===== src/rtl/paddle_ctrl_if.sv =====
// Paddle controller bus: keypad command and run-enable in, position and status out.
interface paddle_ctrl_if;
    logic [3:0] control;
    logic       enable;
    logic [7:0] paddle_x;
    logic       moving;
    logic       at_left;
    logic       at_right;
    logic       step_tick;

    modport master (
        output control, enable,
        input  paddle_x, moving, at_left, at_right, step_tick
    );

    modport slave (
        input  control, enable,
        output paddle_x, moving, at_left, at_right, step_tick
    );
endinterface


===== src/rtl/paddle_ctrl.sv =====
// Paddle position controller: debounced keypad command, IDLE/LEFT/RIGHT FSM, tick-paced clamped motion.
// Optional macro PADDLE_ACCEL_EN enables speed-2 acceleration to step 3 after 8 consecutive steps.
module paddle_ctrl #(
    parameter int unsigned FIELD_W  = 160,
    parameter int unsigned PADDLE_W = 32,
    parameter int unsigned TICK_DIV = 250000
) (
    input  logic         clock,
    input  logic         reset,
    paddle_ctrl_if.slave bus
);
    localparam int unsigned CW     = $clog2(TICK_DIV);
    localparam logic [7:0]  XMAX   = 8'(FIELD_W - PADDLE_W);
    localparam logic [7:0]  X_HOME = 8'((FIELD_W - PADDLE_W) / 2);

    typedef enum logic [1:0] {IDLE, LEFT, RIGHT} state_t;

    state_t        r_state, w_state_next;
    logic [3:0]    r_ctl_prev, r_cmd_q;
    logic [CW-1:0] r_cnt;
    logic [7:0]    r_x, w_x_next;
    logic [8:0]    w_sum;
    logic [1:0]    r_step, w_step_next;
    logic          w_spd2;
    logic          w_tick;
    logic          r_moving, r_at_left, r_at_right;
`ifdef PADDLE_ACCEL_EN
    logic [3:0]    r_run;
`endif

    assign w_tick = bus.enable && (r_cnt == CW'(TICK_DIV - 1));

    // FSM process 1: state register
    always_ff @(posedge clock) begin
        if (reset) r_state <= IDLE;
        else       r_state <= w_state_next;
    end

    // FSM process 2: next state and step size from the debounced command
    always_comb begin
        w_state_next = IDLE;
        w_spd2       = 1'b0;
        case (r_cmd_q)
            4'b0001: w_state_next = RIGHT;
            4'b0011: begin w_state_next = RIGHT; w_spd2 = 1'b1; end
            4'b0100: w_state_next = LEFT;
            4'b0110: begin w_state_next = LEFT;  w_spd2 = 1'b1; end
            default: w_state_next = IDLE;
        endcase
`ifdef PADDLE_ACCEL_EN
        w_step_next = !w_spd2 ? 2'd1 : ((r_run == 4'd8) ? 2'd3 : 2'd2);
`else
        w_step_next = w_spd2 ? 2'd2 : 2'd1;
`endif
    end

    // FSM process 3: position update, clamped at both edges
    always_comb begin
        w_sum    = {1'b0, r_x} + {7'b0, r_step};
        w_x_next = r_x;
        if (w_tick) begin
            case (r_state)
                LEFT:    w_x_next = (r_x < {6'b0, r_step}) ? '0 : r_x - {6'b0, r_step};
                RIGHT:   w_x_next = (w_sum > {1'b0, XMAX}) ? XMAX : w_sum[7:0];
                default: w_x_next = r_x;
            endcase
        end
    end

    always_ff @(posedge clock) begin
        if (reset) begin
            r_ctl_prev <= '1;
            r_cmd_q    <= '1;
            r_cnt      <= '0;
            r_x        <= X_HOME;
            r_step     <= 2'd1;
            r_moving   <= 1'b0;
            r_at_left  <= 1'b0;
            r_at_right <= 1'b0;
        end else begin
            r_ctl_prev <= bus.control;
            if (bus.control == r_ctl_prev) r_cmd_q <= bus.control;
            if (bus.enable) r_cnt <= w_tick ? '0 : r_cnt + CW'(1);
            r_x        <= w_x_next;
            r_step     <= w_step_next;
            r_moving   <= (w_state_next != IDLE);
            r_at_left  <= (w_x_next == 8'd0);
            r_at_right <= (w_x_next == XMAX);
        end
    end

`ifdef PADDLE_ACCEL_EN
    // Run length of uninterrupted speed-2 steps in one direction
    always_ff @(posedge clock) begin
        if (reset)
            r_run <= '0;
        else if (w_state_next == IDLE || w_state_next != r_state || !w_spd2)
            r_run <= '0;
        else if (w_tick && r_state != IDLE && r_step != 2'd1 && r_run != 4'd8)
            r_run <= r_run + 4'd1;
    end
`endif

    assign bus.paddle_x  = r_x;
    assign bus.moving    = r_moving;
    assign bus.at_left   = r_at_left;
    assign bus.at_right  = r_at_right;
    assign bus.step_tick = w_tick;
endmodule

===== src/flat_wrapper.sv =====
// flat-port wrapper written by rule: the top's interface ports become plain ports
module paddle_ctrl_flat 
#(
    parameter int unsigned FIELD_W  = 160,
    parameter int unsigned PADDLE_W = 32,
    parameter int unsigned TICK_DIV = 250000
)
  (clock, reset, bus_control, bus_enable, bus_paddle_x, bus_moving, bus_at_left, bus_at_right, bus_step_tick);
  paddle_ctrl_if bus_i ();
  input  logic clock;
  input  logic reset;
  input wire logic [$bits(bus_i.control)-1:0] bus_control;
  input wire logic [$bits(bus_i.enable)-1:0] bus_enable;
  output wire logic [$bits(bus_i.paddle_x)-1:0] bus_paddle_x;
  output wire logic [$bits(bus_i.moving)-1:0] bus_moving;
  output wire logic [$bits(bus_i.at_left)-1:0] bus_at_left;
  output wire logic [$bits(bus_i.at_right)-1:0] bus_at_right;
  output wire logic [$bits(bus_i.step_tick)-1:0] bus_step_tick;
  assign bus_i.control = bus_control;
  assign bus_i.enable = bus_enable;
  assign bus_paddle_x = bus_i.paddle_x;
  assign bus_moving = bus_i.moving;
  assign bus_at_left = bus_i.at_left;
  assign bus_at_right = bus_i.at_right;
  assign bus_step_tick = bus_i.step_tick;
  paddle_ctrl #(.FIELD_W(FIELD_W), .PADDLE_W(PADDLE_W), .TICK_DIV(TICK_DIV)) u_core (.clock(clock), .reset(reset), .bus(bus_i));
endmodule

===== config.mk =====
export PLATFORM = sky130hd
export DESIGN_NAME = paddle_ctrl_flat
export DESIGN_NICKNAME = d
export VERILOG_FILES = /design/src/rtl/paddle_ctrl_if.sv /design/src/rtl/paddle_ctrl.sv /design/src/flat_wrapper.sv
export SDC_FILE = /design/constraint.sdc
export NUM_CORES = 1
export LEC_CHECK = 0
export ABC_AREA = 1
export CORE_ASPECT_RATIO = 0.9
export CORE_UTILIZATION = 50
export DETAILED_ROUTE_END_ITERATION = 16
export PLACE_DENSITY = 0.69
export SYNTH_ARGS = -nofsm -noshare
export SYNTH_HDL_FRONTEND = slang
export SYNTH_SLANG_ARGS = --single-unit

===== constraint.sdc =====
create_clock -name clock -period 2.7 [get_ports clock]
set_clock_uncertainty 0.05 [all_clocks]
set_input_delay 0.81 -clock clock [delete_from_list [all_inputs] [get_ports clock]]
set_output_delay 0.81 -clock clock [all_outputs]
set_load 0.05 [all_outputs]

==> results.ini <==
[status]
status = finished, final reports clean

[clock_network]
cts_made_buffers = 5
clockRootBuffer = clkbuf_8
cts_setup_buffers = 0
cts_sinks = 41
cts_tree = built
htree_num_levels = 2
clk_pin_slew_ns = 0.08
clock_path_buffers = 2
clk_latency_ns = 0.29

[routing]
vias = 2034
routedWlPerCell_um = 11.0
firstDrtPassIters = 4
routed_wl_um = 4560
initialDrtViolationCount = 97
drc = 0
antenna_left = 0
via_per_inst = 4.91

[critical_path]
critPathMaxFanout = 2
endpoint_kind = output port
r2r_start = u_core.bus.paddle_x[0]
rrSetupSlack_ns = 0.28
crit_type = input pin to output port
critPathArrivalTime_ns = 1.77
start_kind = input pin
worst_ep_required_time_ns = 1.84
r2r_cells = 13
worst_r2r_endpoint = u_core.bus.at_left

[grt]
grt_max_degree = 16
antenna_found_initial = 0
grt_pass1_vias = 1837
grt.total_usage_pct = 21.4
grt_overflow = 0
grt_pass1_wl_um = 8000

[timing]
setup_violations = 0
slew_violations = 0
finalHoldViolations = 0
fin_ws_ns = 0.0669
slew_headroom_pct = 65.5
post-route-min-period_ns = 2.63
finalCritPeriodShare_pct = 97.5
fmax_mhz = 380
worstMarginPinSlew_ns = 0.516
grt_setup_unrepaired = no
finalSetupTns_ns = 0

[placed_design]
dp_slack_ns = 0.0278
place.gp.congestion = 0.859
dp.cells = 406
io_buffers = 18
dp_hpwl_um = 3570

[logic_synthesis]
ys_warn_count = 0
ys_ff_latch = 41
synth_top_flop_cell = dfxtp_1
avgSynthCellArea_um2 = 7.05
syn_area_um2 = 2290
synth_cells = 325
synth.net_count = 341
synthArstFlopShare_pct = 0
ys_types = 37
yosysSeqAreaShare_pct = 35.8
synth_edf_count = 0

[cells_and_area]
drive_above_1_share_pct = 10.5
nets = 369
postLayoutCoreUtil_pct = 63.8
final_cells = 414
syn2layout_area_growth_pct = 18.0
antenna_cells = 0

[worst_hold_path]
hold_depth = 1
hold_path.class = flip-flop to flip-flop
whs_endpoint = u_core.r_step[0]
hold_start = u_core.r_cmd_q[1]

[die]
die_area_um2 = 4860
io_pins = 19
rows = 22
start_util_pct = 54.0
die_h_um = 66.2
die_width_um = 73.4
core_um2 = 4240

[power]
design_power_total_mw = 1.16
p_leak_nw = 1.20
power_density_nw_per_um2 = 428
ir_drop_mv = 0.437

[run]
max-cap-violations = 0

-- layout by cell type, fill, tap and decap left out, types with 3 or more instances in the layout --
cell type and n:
clkdlybuf4s50_1 17, nand4_1 6, ha_1 7, a21oi_1 20, xor2_1 8, nand2_1 71
o21ai_0 11, nand2_2 3, buf_4 8, nand3_1 26, dfxtp_1 41, o21ai_1 6
nor2_1 35, clkbuf_8 5, nand3b_1 3, nor3_1 5, inv_1 46, nor2_2 4
-- cells in the mapped netlist, types with 2 or more instances --
cell type | number | area [um^2]
nand2_1 | 71 | 267
inv_1 | 47 | 176
dfxtp_1 | 41 | 821
nor2_1 | 35 | 131
nand3_1 | 27 | 135
a21oi_1 | 20 | 100
o21ai_0 | 11 | 55.1
xor2_1 | 8 | 70.1
ha_1 | 7 | 87.6
nand4_1 | 6 | 37.5
o21ai_1 | 6 | 30.0
nor3_1 | 5 | 25.0
nor2_2 | 4 | 25.0
clkbuf_1 | 3 | 11.3
nand2_2 | 3 | 18.8
nand3b_1 | 3 | 22.5
a21oi_2 | 2 | 17.5
and2_1 | 2 | 12.5
clkinv_1 | 2 | 7.51
fa_1 | 2 | 40.0
nand4_2 | 2 | 25.0
o21a_1 | 2 | 15.0
o21ai_2 | 2 | 17.5
-- report_power, final --
part	internal (mW)	switching, mW
clock network	0.278	0.210
logic	0.0230	0.0284
registers	0.614	0.00550
-- metal layers --
layer,track usage [%],share of wire (%),vias to the layer above
met5,0,0,-
met4,6.49,0.96,0
met3,3.20,3.2,5
met2,37.2,46,29
met1,27.3,49,897
li1,-,-,1103
-- critical path: stages --
cell,delay (ns)
clkdlybuf4s50_1,0.47
nand3_1,0.09
inv_1,0.10
nand3_2,0.09
inv_2,0.08
buf_12,0.13
-- cells by family after synthesis --
logic type	count (synthesis)	share of synthesized area (%)
AOI/OAI and AO/OA	48	12.7
xor gates and xnor gates	8	3.06
adders and majority gates	9	5.57
buffers and inverters	55	9.50
DFF	41	35.8
and+or+nand+nor	164	33.3
-- state kept, by name, indices dropped and copies added, names as in the netlist --
| name | cells |
|---|---|
| u_core.r_cnt | 18 |
| u_core.r_ctl_prev | 4 |
| u_core.bus.moving | 1 |
| u_core.bus.at_left | 1 |
| u_core.bus.paddle_x | 8 |
| u_core.bus.at_right | 1 |
| u_core.r_state | 2 |
| u_core.r_step | 2 |
| u_core.r_cmd_q | 4 |
-- repair_timing --
action | in CTS | in global routing
hold buffers | 0 | 0
resized for setup | 0 | 2
setup endpoints to repair | 0 | 1
-- how the worst max path moves through the flow --
stage,end,slack (ns),from
after global routing,bus_step_tick,0.01,bus_enable
after CTS,bus_step_tick,0.03,bus_enable
after floorplan,u_core.bus.at_left,0.20,u_core.bus.paddle_x[0]
final,bus_step_tick,0.07,bus_enable
after detailed placement,bus_step_tick,0.03,bus_enable
after global placement,bus_step_tick,0.03,bus_enable
-- layout make-up --
cell class	instances	area, um^2
fill	421	1540
multi-input combinational	229	1260
timing repair buffer	26	250
tap	60	75.1
clock buffer	6	72.6
clock inverter	2	38.8
inverter	50	188
sequential	41	821
-- metrics by stage --
stage          hold slack, ns  area, um^2
2_1_floorplan           0.335        2290
3_3_place_gp            0.350        2590
3_5_place_dp            0.353        2590
4_1_cts                 0.373        2700
5_1_grt                 0.413        2700
6_report                0.366        2700
Power figures use the tool's default switching activity.
